--- src/rtl/riscv_lsu.sv ---
// riscv_lsu: load/store unit between the core execute stage and a
// request/ready data bus. The core is stalled while an access is in flight.
// The unit steers byte lanes for stores, sign/zero-extends loads, rejects
// misaligned accesses and illegal size codes, and aborts a bus access that
// sees no mem_ready within TIMEOUT cycles.
//
// Ports:
//   clk, rst                  clock, synchronous active-high reset
//   core_req/we/size/addr/wd  access request from the execute stage
//   core_rd, core_err         load result and status, valid in DONE
//   core_stall                hold PC and inputs while high (combinational)
//   mem_req/we/be/addr/wd     registered bus request, stable during BUS
//   mem_rdata, mem_ready      bus read data and one-cycle completion pulse
module riscv_lsu #(
    parameter int ADDR_WIDTH = 32,
    parameter int TIMEOUT    = 16
) (
    input  logic                  clk,
    input  logic                  rst,
    input  logic                  core_req,
    input  logic                  core_we,
    input  logic [2:0]            core_size,
    input  logic [ADDR_WIDTH-1:0] core_addr,
    input  logic [31:0]           core_wd,
    output logic [31:0]           core_rd,
    output logic                  core_stall,
    output logic [1:0]            core_err,
    output logic                  mem_req,
    output logic                  mem_we,
    output logic [3:0]            mem_be,
    output logic [ADDR_WIDTH-1:0] mem_addr,
    output logic [31:0]           mem_wd,
    input  logic [31:0]           mem_rdata,
    input  logic                  mem_ready
);

    typedef enum logic [1:0] {S_IDLE, S_BUS, S_DONE} state_t;

    localparam logic [1:0] ERR_OK    = 2'b00;
    localparam logic [1:0] ERR_ALIGN = 2'b01;
    localparam logic [1:0] ERR_TMO   = 2'b10;
    localparam logic [1:0] ERR_SIZE  = 2'b11;

    // Counter only has to reach TIMEOUT-1; the compare is gated off when
    // TIMEOUT is 0, so the cast of -1 in that case is never used.
    localparam int              CNT_W    = (TIMEOUT > 1) ? $clog2(TIMEOUT) : 1;
    localparam logic [CNT_W-1:0] CNT_LAST = CNT_W'(TIMEOUT - 1);

    state_t                  state_q, state_d;
    logic [CNT_W-1:0]        cnt_q, cnt_d;
    logic                    mem_req_q, mem_req_d;
    logic                    mem_we_q, mem_we_d;
    logic [3:0]              mem_be_q, mem_be_d;
    logic [ADDR_WIDTH-1:0]   mem_addr_q, mem_addr_d;
    logic [31:0]             mem_wd_q, mem_wd_d;
    logic [2:0]              size_q, size_d;
    logic [1:0]              off_q, off_d;
    logic [31:0]             rd_q, rd_d;
    logic [1:0]              err_q, err_d;

    // Request decode from the live core inputs (used only in IDLE).
    logic        bad_size, misaligned;
    logic [3:0]  req_be;
    logic [31:0] req_wd;

    always_comb begin
        bad_size   = (core_size == 3'b011) || (core_size == 3'b110) ||
                     (core_size == 3'b111);
        misaligned = ((core_size[1:0] == 2'b01) && core_addr[0]) ||
                     ((core_size[1:0] == 2'b10) && (core_addr[1:0] != 2'b00));
        case (core_size[1:0])
            2'b00:   begin req_be = 4'b0001 << core_addr[1:0]; req_wd = {4{core_wd[7:0]}};  end
            2'b01:   begin req_be = 4'b0011 << core_addr[1:0]; req_wd = {2{core_wd[15:0]}}; end
            default: begin req_be = 4'b1111;                   req_wd = core_wd;            end
        endcase
    end

    // Load extraction from the latched offset/size; size_q[2] marks unsigned.
    logic [7:0]  rd_byte;
    logic [15:0] rd_half;
    logic [31:0] load_data;

    always_comb begin
        rd_byte = mem_rdata[{off_q, 3'b000} +: 8];
        rd_half = off_q[1] ? mem_rdata[31:16] : mem_rdata[15:0];
        case (size_q[1:0])
            2'b00:   load_data = {{24{~size_q[2] & rd_byte[7]}}, rd_byte};
            2'b01:   load_data = {{16{~size_q[2] & rd_half[15]}}, rd_half};
            default: load_data = mem_rdata;
        endcase
        if (mem_we_q) load_data = 32'h0;
    end

    always_comb begin
        // NOTE: every output of this block gets a default first so no path
        // leaves a signal unassigned, which would otherwise infer a latch.
        state_d    = state_q;
        cnt_d      = cnt_q;
        mem_we_d   = mem_we_q;
        mem_be_d   = mem_be_q;
        mem_addr_d = mem_addr_q;
        mem_wd_d   = mem_wd_q;
        size_d     = size_q;
        off_d      = off_q;
        rd_d       = rd_q;
        err_d      = err_q;

        case (state_q)
            S_IDLE: begin
                if (core_req) begin
                    if (bad_size) begin
                        err_d   = ERR_SIZE;
                        rd_d    = 32'h0;
                        state_d = S_DONE;
                    end else if (misaligned) begin
                        err_d   = ERR_ALIGN;
                        rd_d    = 32'h0;
                        state_d = S_DONE;
                    end else begin
                        mem_we_d   = core_we;
                        mem_be_d   = req_be;
                        mem_addr_d = {core_addr[ADDR_WIDTH-1:2], 2'b00};
                        mem_wd_d   = req_wd;
                        size_d     = core_size;
                        off_d      = core_addr[1:0];
                        cnt_d      = '0;
                        state_d    = S_BUS;
                    end
                end
            end
            S_BUS: begin
                cnt_d = cnt_q + 1'b1;
                // Ready is checked first so it wins over a coincident timeout.
                if (mem_ready) begin
                    rd_d    = load_data;
                    err_d   = ERR_OK;
                    state_d = S_DONE;
                end else if ((TIMEOUT != 0) && (cnt_q == CNT_LAST)) begin
                    rd_d    = 32'h0;
                    err_d   = ERR_TMO;
                    state_d = S_DONE;
                end
            end
            default: state_d = S_IDLE;
        endcase

        mem_req_d = (state_d == S_BUS);
    end

    always_ff @(posedge clk) begin
        // NOTE: state is updated with non-blocking assignments so every
        // register samples the pre-edge values regardless of statement order.
        if (rst) begin
            state_q    <= S_IDLE;
            cnt_q      <= '0;
            mem_req_q  <= 1'b0;
            mem_we_q   <= 1'b0;
            mem_be_q   <= 4'b0000;
            mem_addr_q <= '0;
            mem_wd_q   <= 32'h0;
            size_q     <= 3'b000;
            off_q      <= 2'b00;
            rd_q       <= 32'h0;
            err_q      <= ERR_OK;
        end else begin
            state_q    <= state_d;
            cnt_q      <= cnt_d;
            mem_req_q  <= mem_req_d;
            mem_we_q   <= mem_we_d;
            mem_be_q   <= mem_be_d;
            mem_addr_q <= mem_addr_d;
            mem_wd_q   <= mem_wd_d;
            size_q     <= size_d;
            off_q      <= off_d;
            rd_q       <= rd_d;
            err_q      <= err_d;
        end
    end

    assign core_stall = core_req & (state_q != S_DONE);
    assign core_rd    = rd_q;
    assign core_err   = err_q;
    assign mem_req    = mem_req_q;
    assign mem_we     = mem_we_q;
    assign mem_be     = mem_be_q;
    assign mem_addr   = mem_addr_q;
    assign mem_wd     = mem_wd_q;

endmodule

--- config.mk ---
export PLATFORM = sky130hd
export DESIGN_NAME = riscv_lsu
export DESIGN_NICKNAME = d
export VERILOG_FILES = /design/src/rtl/riscv_lsu.sv
export SDC_FILE = /design/constraint.sdc
export NUM_CORES = 1
export LEC_CHECK = 0
export ABC_CLOCK_PERIOD_IN_PS = 4800
export CORE_UTILIZATION = 32
export DETAILED_ROUTE_END_ITERATION = 10
export GPL_TIMING_DRIVEN = 0
export SLEW_MARGIN = 40
export SYNTH_ARGS = -nofsm -noshare
export SYNTH_HDL_FRONTEND = slang
export SYNTH_SLANG_ARGS = --single-unit
--- constraint.sdc ---
create_clock -name clk -period 4.8 [get_ports clk]
set_clock_uncertainty 0.1 [all_clocks]
set_input_delay 0.48 -clock clk [delete_from_list [all_inputs] [get_ports clk]]
set_output_delay 0.48 -clock clk [all_outputs]
set_load 0.01 [all_outputs]
Word-level counts from Yosys, hierarchy flattened
Index checks and enable logic that the tools add are counted.
{"block": "word_totals", "output_inout_bits": 105, "word_cells": 76, "inputBits": 104, "ff_bits": 113}
{"block": "classes", "reduce_logical": 13, "n_bitwise": 6, "n_mux": 27, "addsub": 1, "shifts": 3, "n_eq_ne": 15}
{"cell": "2-to-1 mux 32 bit", "count": 6}
{"cell": "one-hot mux 32 bit (2 select lines)", "count": 3}
{"cell": "variable part select 32 x 6 -> 8 bit", "count": 1}
{"cell": "2-to-1 mux 2 bit", "count": 10}
{"cell": "2-to-1 mux 16 bit", "count": 1}
{"cell": "one-hot mux 4 bit (2 select lines)", "count": 2}
{"cell": "2-to-1 mux 4 bit", "count": 3}
{"cell": "AND reduction 4 bit", "count": 3}
{"cell": "equality test 2 x 1 -> 1 bit, second input constant", "count": 4}
{"cell": "inequality test 2 bit, second input constant", "count": 4}
{"cell": "one-hot mux 2 bit (2 select lines)", "count": 2}
{"cell": "equality test 3 bit, second input constant", "count": 2}
{"cell": "zero test 2 bit", "count": 3}
{"cell": "inequality test 3 bit, second input constant", "count": 2}
{"cell": "adder 4 x 1 -> 4 bit, second input constant", "count": 1}
{"cell": "equality test 4 bit, second input constant", "count": 1}
{"cell": "nonzero test 2 bit", "count": 2}
{"cell": "left shift 1 x 2 -> 4 bit, first input constant", "count": 1}
{"cell": "left shift 2 x 2 -> 4 bit, first input constant", "count": 1}
{"cell": "bitwise AND 1 bit", "count": 3}
{"cell": "equality test 3 x 2 -> 1 bit, second input constant", "count": 1}
{"cell": "logical OR 1 bit", "count": 3}
{"cell": "inverter 1 bit", "count": 3}
{"cell": "equality test 2 bit, second input constant", "count": 1}
{"cell": "logical AND 1 bit", "count": 2}

Logic depth before layout (Yosys ltp)
Gate-level depths: netlist of the first run.
{"block": "logic_depth", "depth_word": 8, "depth_mapped": 7, "depth_no_buf": 5}

Worst setup path after synthesis of the first run
Ideal clock, no wire load.
{"block": "synth_path", "kind": "in2reg", "startpoint": "in core_addr[0]", "endpoint": "reg cnt_q[3]", "setup_ns": 0.121, "n_path_buf": 1, "path_slack_ns": 2.869, "t_required_ns": 4.579, "path_stages": 5, "arrival_ns": 1.710, "path_cell_list": "buf_2 -> nor4_4 -> o211ai_1 -> a21oi_1 -> mux2_2"}
{"block": "synth_via", "elab_chain_cells": 5, "word_cells_on_any_way": 6, "classes_between": "eq/ne: 1; reduce/logical: 5"}
{"item": "start: declaration", "line": "23", "text": "input logic [ADDR_WIDTH-1:0] core_addr,"}
{"item": "nonzero test 2 bit", "line": "70", "text": "((core_size[1:0] == 2'b10) && (core_addr[1:0] != 2'b00));"}
{"item": "logical AND 1 bit", "line": "70"}
{"item": "logical OR 1 bit *", "line": "69", "text": "misaligned = ((core_size[1:0] == 2'b01) && core_addr[0]) ||"}
{"item": "inequality test 2 bit (no line) *"}
{"item": "AND reduction 4 bit (no line) *"}
{"item": "end signal: assignment", "line": "167", "text": "cnt_q <= cnt_d;"}
{"item": "end: declaration", "line": "50", "text": "logic [CNT_W-1:0] cnt_q, cnt_d;"}
Every way passes the cells marked *; elsewhere a longest branch is shown, timed or not.
A chain may end at the register's enable or synchronous reset.

Worst setup path after layout of the first run
{"block": "layout_path", "startpoint": "in core_req", "endpoint": "out core_stall"}
{"block": "layout_via", "elab_chain_cells": 1}
{"item": "start: declaration", "line": "20", "text": "input logic core_req,"}
{"item": "bitwise AND 1 bit", "line": "180", "text": "assign core_stall = core_req & (state_q != S_DONE);"}
{"item": "end: declaration", "line": "26", "text": "output logic core_stall,"}
Every way passes these cells.

==> results of run 1 <==
==> cells in the final DEF (no fill, tap or decap), drive strengths merged, types with 5 or more instances in the layout <==
| master | n |
|---|---|
| dfxtp | 113 |
| mux2 | 10 |
| nor3 | 6 |
| buf | 23 |
| a21oi | 80 |
| clkdlybuf4s50 | 204 |
| nor2b | 7 |
| nor2 | 29 |
| clkbuf | 44 |
| o211ai | 9 |
| o21ai | 23 |
| clkinv | 8 |
| a211oi | 9 |
| o2bb2ai | 24 |
| clkinvlp | 5 |
| a32o | 8 |
| nand2 | 128 |
| a311oi | 11 |
| mux2i | 25 |
| nand2b | 16 |
==> where the power goes <==
part | total (mW) | switching [mW] | internal (mW)
registers | 1.01 | 0.0266 | 0.984
logic | 0.448 | 0.219 | 0.229
clock network | 1.24 | 0.462 | 0.775
==> synth_stat cells (2+ instances only) <==
library cell,instances
clkinv_1,2
clkbuf_1,24
dfxtp_1,113
mux2i_1,25
nor4_4,2
nor2_1,29
o2bb2ai_1,14
mux2_2,8
buf_1,2
nand2_1,128
o211ai_1,9
a211oi_1,9
or3_1,3
a32o_1,8
buf_2,5
nor2b_1,7
a21oi_4,2
buf_4,11
o2bb2ai_2,10
nand3_1,4
buf_6,5
a311oi_1,11
o21ai_0,21
a21oi_1,78
nor3_1,6
a21boi_0,2
nor3b_1,2
inv_1,4
nand2b_1,16
==> layer usage <==
layer / GRT usage / wire length [µm] / vias up
li1: - / - / 2476
met1: 0.2637 / 7430 / 2405
met2: 0.3632 / 8365 / 166
met3: 0.07245 / 1278 / 15
met4: 0.07405 / 230 / 0
met5: 0 / 0 / -
==> worst min-delay path: cells and delay by family <==
kind | cells | cell delay [ps]
and+or+nand+nor | 1 | 70
buffers and inverters | 1 | 160
AOI/OAI and AO/OA | 1 | 50
==> how the worst max path moves through the flow <==
stage                  from          to  cells after the start
2_1_floorplan  core_addr[0]    cnt_q[3]                      5
3_3_place_gp   core_size[1]   size_q[2]                      6
3_5_place_dp   core_size[1]  mem_wd[26]                      6
4_1_cts            core_req  core_stall                      3
5_1_grt          state_q[0]  core_stall                      4
6_report           core_req  core_stall                      3
==> registers in the layout (all words and copies together) (netlist names) <==
signal and flops:
core_err 2, off_q 2, state_q 2, mem_addr 30
mem_be 4, core_rd 32, mem_we 1, mem_req 1
cnt_q 4, size_q 3, mem_wd 32
==> logic make-up (layout without fill, tap and decap cells) <==
family / Yosys count / count (layout) / share of synthesized area
adder cells (fa/ha/maj): 1 / 1 / 0.002477
other: 1 / 2 / 0.0007424
AO/OA/AOI/OAI: 172 / 172 / 0.2418
flip-flops: 113 / 113 / 0.4479
buffers and inverters: 54 / 290 / 0.05722
AND/OR/NAND/NOR: 199 / 199 / 0.1729
multiplexers: 36 / 36 / 0.07704
==> layout make-up <==
cell class                 count  area, µm²
tap                          211      264.0
buffer                        48      266.5
timing repair buffer         204       2042
clock buffer                  19      442.9
clock inverter                13      138.9
multi-input combinational    410       2504
fill                        1441       7372
inverter                       6      22.52
sequential                   113       2262
==> flow_summary.toml, run 1 <==
[setup_path]
cp_top_family = "buffers and inverters"
path_common_cell = "clkdlybuf4s50_1"
max_stage_delay_ps = 590
cp_cell_sequence = "clkdlybuf4s50_1 -> a21boi_0 -> clkdlybuf4s50_1"
r2r_end = "core_rd[29]"
critical_path_buf_inv_count = 2
r2r-start = "cnt_q[0]"
worst-setup-path-type = "in2out"
path_max_fanout = 4
arrival_ps = 1790
slowest_stage = "clkdlybuf4s50_1"
required_ps = 4220
worstSetupEndpointType = "output pin"
r2r_slack_ps = 2780
start_kind = "input pin"
rr_worst_depth = 6

[synth]
netlist.area_leader.share = 0.4479
synth-seq-cells = 113
synth_cell_types = 45
syn_area_um2 = 5051
ys.flop_type = "dfxtp_1"
synth.area.top_cells = "dfxtp_1 (45%), nand2_1 (9.5%), a21oi_1 (7.7%)"
synth_seq_area_share = 0.4479
async_reset_ff_frac = 0
synth.avg_cell_area_um2 = 8.769
synth_top_area_cell = "dfxtp_1"
synth-edff-count = 0
syn_inst = 576
yosys_warnings = 0

[clock_tree]
cts_setup_buffers = 0
cts-root-buf = "clkbuf_16"
cts_tree = "done"
h-tree-depth = 4
cts-resized-gates = 0
cts.sinks = 113
insertion_delay_ps = 410
clockBufferDepth = 2
numCtsBuffers = 17
clkTransAtPathRegs_ps = 50
ctsHoldBuffers = 0

[placed_design]
dp_hpwl_um = 12960
place_ws_ps = 2157
place.gp.congestion = 0.8401
portBuffers = 204
place_area_um2 = 7361
post-place-cells = 992

[timing]
fin_setup_tns_ps = 0
grt_setup_unrepaired = "false"
worst_pin_slew_ps = 764.2
report.final.hold_viol_count = 0
whs_ps = 302.8
setup_viol = 0
slew_viol_final = 0
slew_headroom = 0.4905
finalCriticalPeriod_ps = 2374
fin_crit_sh = 0.4945
max_freq_ghz = 0.4213
fin_ws_ps = 2426

[grt]
grt_pass1_wl_um = 27300
antenna_found_initial = 0
first_global_vias = 5148
gr-total-overflow = 0
grt_max_degree = 17
track_usage = 0.2181

[routing]
drt_pre_antenna_iters = 4
drt-initial-drc-count = 275
vias = 5062
route.detailed.drc = 0
vias_per_cell = 4.943
avgRoutedWirePerCell_um = 16.90
detail-route-antenna-nets = 0
drt-total-wl_um = 17300

[hold_path]
hold_path_depth = 3
hold_path.class = "in2reg"
hp-start = "core_addr[0]"
holdPathEnd = "off_q[0]"

[final_layout]
fin_nets = 905
n_antenna_cell = 0
final_area_um2 = 7943
drive_gt1_frac = 0.09963
layout.cells.non_filler = 1024
post-route-util = 0.5186
area_delta_synth_final_pct = 57.25

[outcome]
run_status = "complete, no violations"

[floorplan]
rows = 45
start_util = 0.3298
io_pins = 209
coreArea_um2 = 15310
fp.dieW_um = 127.6
dieHeight_um = 127.6
die_area_um2 = 16290

[power]
vdd.ir_drop.worst_mv = 0.2498
power_mw = 2.695
power.density_nw_per_um2 = 339.3
leakagePower_nw = 2.833

[job]
cap_violations = 0
Power figures use the tool's default switching activity.
==> run 2, diff against run 1 <==
Settings changed: ABC_CLOCK_PERIOD_IN_PS 4800 to 2100, PLACE_DENSITY from default to 0.65.
Clock period 4.8 ns to 2.1 ns, I/O delays scaled along.
==> run 2 against run 1 <==
Against the previous run: total power is 130% higher; via count rose by 1.2%; sequential cell count is the same; critical path type is now reg2reg; highest routed layer unchanged.
==> flow_summary.toml, run 2 (same netlist as run 1, synthesis figures left out) <==
[clock_tree]
clockBufferDepth = 2
clkTransAtPathRegs_ps = 50
insertion_delay_ps = 410
ctsHoldBuffers = 0
h-tree-depth = 4
cts.sinks = 113
numCtsBuffers = 17
cts-root-buf = "clkbuf_16"
cts_tree = "done"

[floorplan]
io_pins = 209
fp.dieW_um = 127.6
coreArea_um2 = 15310
die_area_um2 = 16290
rows = 45
start_util = 0.3298
dieHeight_um = 127.6

[hold_path]
hp-start = "core_addr[0]"
hold_path.class = "in2reg"

[final_layout]
area_delta_synth_final_pct = 57.79
n_antenna_cell = 0
final_cell_mix = "clkdlybuf4s50_1 (203), nand2_1 (128), dfxtp_1 (113), a21oi_1 (78), nor2_1 (29)"
layout_commonest_cell = "clkdlybuf4s50_1"
drive_gt1_frac = 0.1029
fin_nets = 908
post-route-util = 0.5204
layout.cells.non_filler = 1027
fill_cells = 1431
final_area_um2 = 7970

[setup_path]
required_ps = 2340
crit_path_end = "core_rd[31]"
rr_worst_depth = 6
path_max_fanout = 10
r2r_end = "core_rd[31]"
worstSetupEndpointType = "flop"
worst-setup-path-type = "reg2reg"
start_kind = "flop"
arrival_ps = 2190
r2r-start = "cnt_q[0]"
r2r_slack_ps = 150
cp-startpoint = "cnt_q[0]"

[placed_design]
post-place-cells = 992
place_area_um2 = 7361
dp_hpwl_um = 12640
place.gp.congestion = 0.8534
portBuffers = 204

[routing]
route.detailed.drc = 0
drt-total-wl_um = 16830
avgRoutedWirePerCell_um = 16.39
vias = 5124
drt-initial-drc-count = 293
drt_pre_antenna_iters = 5
detail-route-antenna-nets = 0
vias_per_cell = 4.989

[grt]
antenna_found_initial = 0
track_usage = 0.2133
grt_max_degree = 17
first_global_vias = 5102
grt_pass1_wl_um = 26620
gr-total-overflow = 0

[timing]
report.final.hold_viol_count = 0
setup_viol = 0
slew_viol_final = 0
finalCriticalPeriod_ps = 1946
fin_crit_sh = 0.9265
worst_pin_slew_ps = 738.5
max_freq_ghz = 0.5140
grt_setup_unrepaired = "false"
slew_headroom = 0.5077

[outcome]
run_status = "complete, no violations"

[power]
vdd.ir_drop.worst_mv = 0.5555
leakagePower_nw = 2.872
power.density_nw_per_um2 = 778.0

[job]
cap_violations = 0
## run 2: cell types whose count changed in the layout (fill, tap and decap cells not counted), sizes merged
cell and change:
clkinvlp -3, bufinv +1, clkdlybuf4s50 -1, dlygate4sd2 +1
clkbuf +1, buf +3, clkinv +1
## run 2: worst max-delay path, stage by stage (launching register included)
cell and delay (ps):
dfxtp_1 330, ha_1 230, a31oi_1 380, o32ai_4 210
a21oi_4 290, buf_6 210, o2bb2ai_2 110
## run 2: what timing repair did
item | 4_1_cts | 5_1_grt
buffers inserted | 0 | 3
endpoints found under the setup margin | 1 | 8
resized for setup | 1 | 2
pin swaps | 0 | 1
## run 2: worst min path at each step
stage                              end  slack (ps)  cells after the start
after floorplan              size_q[2]         250                      2
after global placement     mem_addr[6]         340                      2
after detailed placement  mem_addr[14]         350                      2
after CTS                     off_q[0]          10                      3
after global routing          off_q[0]          40                      3
final                         off_q[0]          40                      3
## run 2: routing by layer
metal  GRT usage  wire (µm)  vias up
li1            -          -     2485
met1      0.2497       7145     2388
met4      0.1087        536        0
met2      0.3529       7958      214
met3     0.06491       1193       37
met5           0          0        -
## run 2: layout make-up
type                       instances  area (µm²)  area share
sequential                       113        2262      0.2838
clock buffer                      20       446.7     0.05604
timing repair buffer             207        2063      0.2589
multi-input combinational        410        2504      0.3141
inverter                           6       22.52    0.002826
buffer                            48       267.8     0.03360
tap                              211       264.0     0.03312
clock inverter                    12       140.1     0.01758
## run 2: power by group
part	leakage (nW)	switching [mW]	internal [mW]
Sequential	0.919	0.0582	2.25
Clock	0.289	0.999	1.88
Combinational	1.66	0.494	0.523
## run 2: metrics by stage
stage               worst slack, ps  hold WS, ps  setup TNS (ps)  total power [mW]
floorplan                     362.8        246.0               0             2.823
global placement             -323.9        341.9          -10990             3.351
detailed placement           -307.4        348.8          -12110             3.366
CTS                           101.6        11.95               0             6.252
global route                  36.89        36.30               0             6.471
finish                        154.4        36.61               0             6.201
==> run 3, diff against run 2 <==
Settings changed: GPL_TIMING_DRIVEN 0 to default.
==> run 3 against run 2 <==
Against the previous run: setup slack worse by 17 ps; register-to-register slack lost 20 ps; clock power grew 6%.
==> flow_summary.toml, run 3 (same netlist as run 1, synthesis figures left out) <==
[floorplan]
dieHeight_um = 127.6
die_area_um2 = 16290
io_pins = 209
fp.dieW_um = 127.6
coreArea_um2 = 15310
rows = 45
start_util = 0.3298

[timing]
max_freq_ghz = 0.5095
fin_setup_tns_ps = 0
finalCriticalPeriod_ps = 1963
worst_pin_slew_ps = 689.5
fin_crit_sh = 0.9346
grt_setup_unrepaired = "false"
slew_headroom = 0.5399
report.final.hold_viol_count = 0
setup_viol = 0
slew_viol_final = 0

[power]
leakagePower_nw = 2.942
power.density_nw_per_um2 = 789.3
power_mw = 6.381
vdd.ir_drop.worst_mv = 0.5497

[grt]
gr-total-overflow = 0
antenna_found_initial = 0
track_usage = 0.1964
grt_max_degree = 43
first_global_vias = 4875
grt_pass1_wl_um = 24900

[clock_tree]
cts.sinks = 113
clkTransAtPathRegs_ps = 50
clockBufferDepth = 2
insertion_delay_ps = 410
cts-root-buf = "clkbuf_16"
cts_tree = "done"
ctsHoldBuffers = 0
cts_setup_buffers = 0
h-tree-depth = 4
numCtsBuffers = 17

[setup_path]
start_kind = "flop"
worst-setup-path-type = "reg2reg"
path_max_fanout = 7
worstSetupEndpointType = "flop"
arrival_ps = 2160
rr_worst_depth = 4
required_ps = 2290

[outcome]
run_status = "complete, no violations"

[placed_design]
place_area_um2 = 7451
dp_hpwl_um = 11400
post-place-cells = 981
place.gp.congestion = 0.8387
portBuffers = 206

[final_layout]
final_cell_mix = "clkdlybuf4s50_1 (204), nand2_1 (128), dfxtp_1 (112), a21oi_1 (78), buf_4 (30)"
drive_gt1_frac = 0.1186
n_antenna_cell = 0
layout_commonest_cell = "clkdlybuf4s50_1"
layout.cells.non_filler = 1012
fill_cells = 1438
fin_nets = 894
final_area_um2 = 8084
area_delta_synth_final_pct = 60.04

[routing]
drt_pre_antenna_iters = 4
route.detailed.drc = 0
drt-total-wl_um = 15700
avgRoutedWirePerCell_um = 15.51
vias_per_cell = 4.858
detail-route-antenna-nets = 0
vias = 4916
drt-initial-drc-count = 272

[hold_path]
hold_path.class = "in2reg"
hold_path_depth = 2

[job]
cap_violations = 0
==> run 3: cell count changes in the layout (fill, tap and decap cells not counted), sizes merged <==
cell           before  now
dlymetal6s2s        0    1
bufinv              3    4
buf                26   36
dlygate4sd2         1    0
clkdlybuf4s50     203  204
clkinvlp            2    1
clkbuf             45   22
clkinv              9    6
==> run 3: layout make-up <==
class | instances | area [µm²] | share of cell area
flip-flops and latches | 113 | 2263 | 0.2800
clock buffers | 22 | 474.2 | 0.05866
well taps | 211 | 264.0 | 0.03266
multi-input cells | 410 | 2520 | 0.3117
clock inverters | 9 | 155.1 | 0.01919
repair buffers | 241 | 2385 | 0.2950
inverters | 6 | 22.52 | 0.002786
==> run 3: path summary, 6_finish.rpt <==
path	from	to	slack [ps]
max	off_q[1]	core_rd[9]	140
min	rst	size_q[2]	140
max reg2reg	off_q[1]	core_rd[9]	140
min reg2reg	mem_addr[14]	mem_addr[14]	350
==> run 3: power breakdown <==
part           internal, mW  switching (mW)
clock network          2.07           0.975
registers              2.25          0.0663
logic                 0.545           0.475
total                  4.86            1.52
==> run 3: timing repair <==
item                                    4_1_cts  5_1_grt
gates cloned                                  0        0
resized for setup                             1        1
endpoints found under the setup margin        1        1
==> run 3: metrics by stage <==
step / setup WS (ps) / utilization / hold WS, ps
floorplan: 362.8 / - / 246.0
global placement: -92.41 / 0.4864 / 341.0
detailed placement: -122.1 / 0.4865 / 349.0
CTS: 94.93 / 0.5277 / 122.1
global route: 101.7 / 0.5279 / 157.0
finish: 137.4 / 0.5279 / 138.3
==> run 3: worst max-delay path: stages, from the launching register on <==
cell	delay (ps)
dfxtp_1	450
mux4_2	580
a21oi_4	290
o21ai_0	160
a32o_1	260
==> run 3: layer usage <==
metal	vias up	wire, µm	part of all wire	track usage
met5	-	0	0	0
met4	0	340	0.022	0.08581
met3	26	1062	0.068	0.06951
met2	153	7381	0.47	0.3202
met1	2287	6913	0.44	0.2330
li1	2450	-	-	-
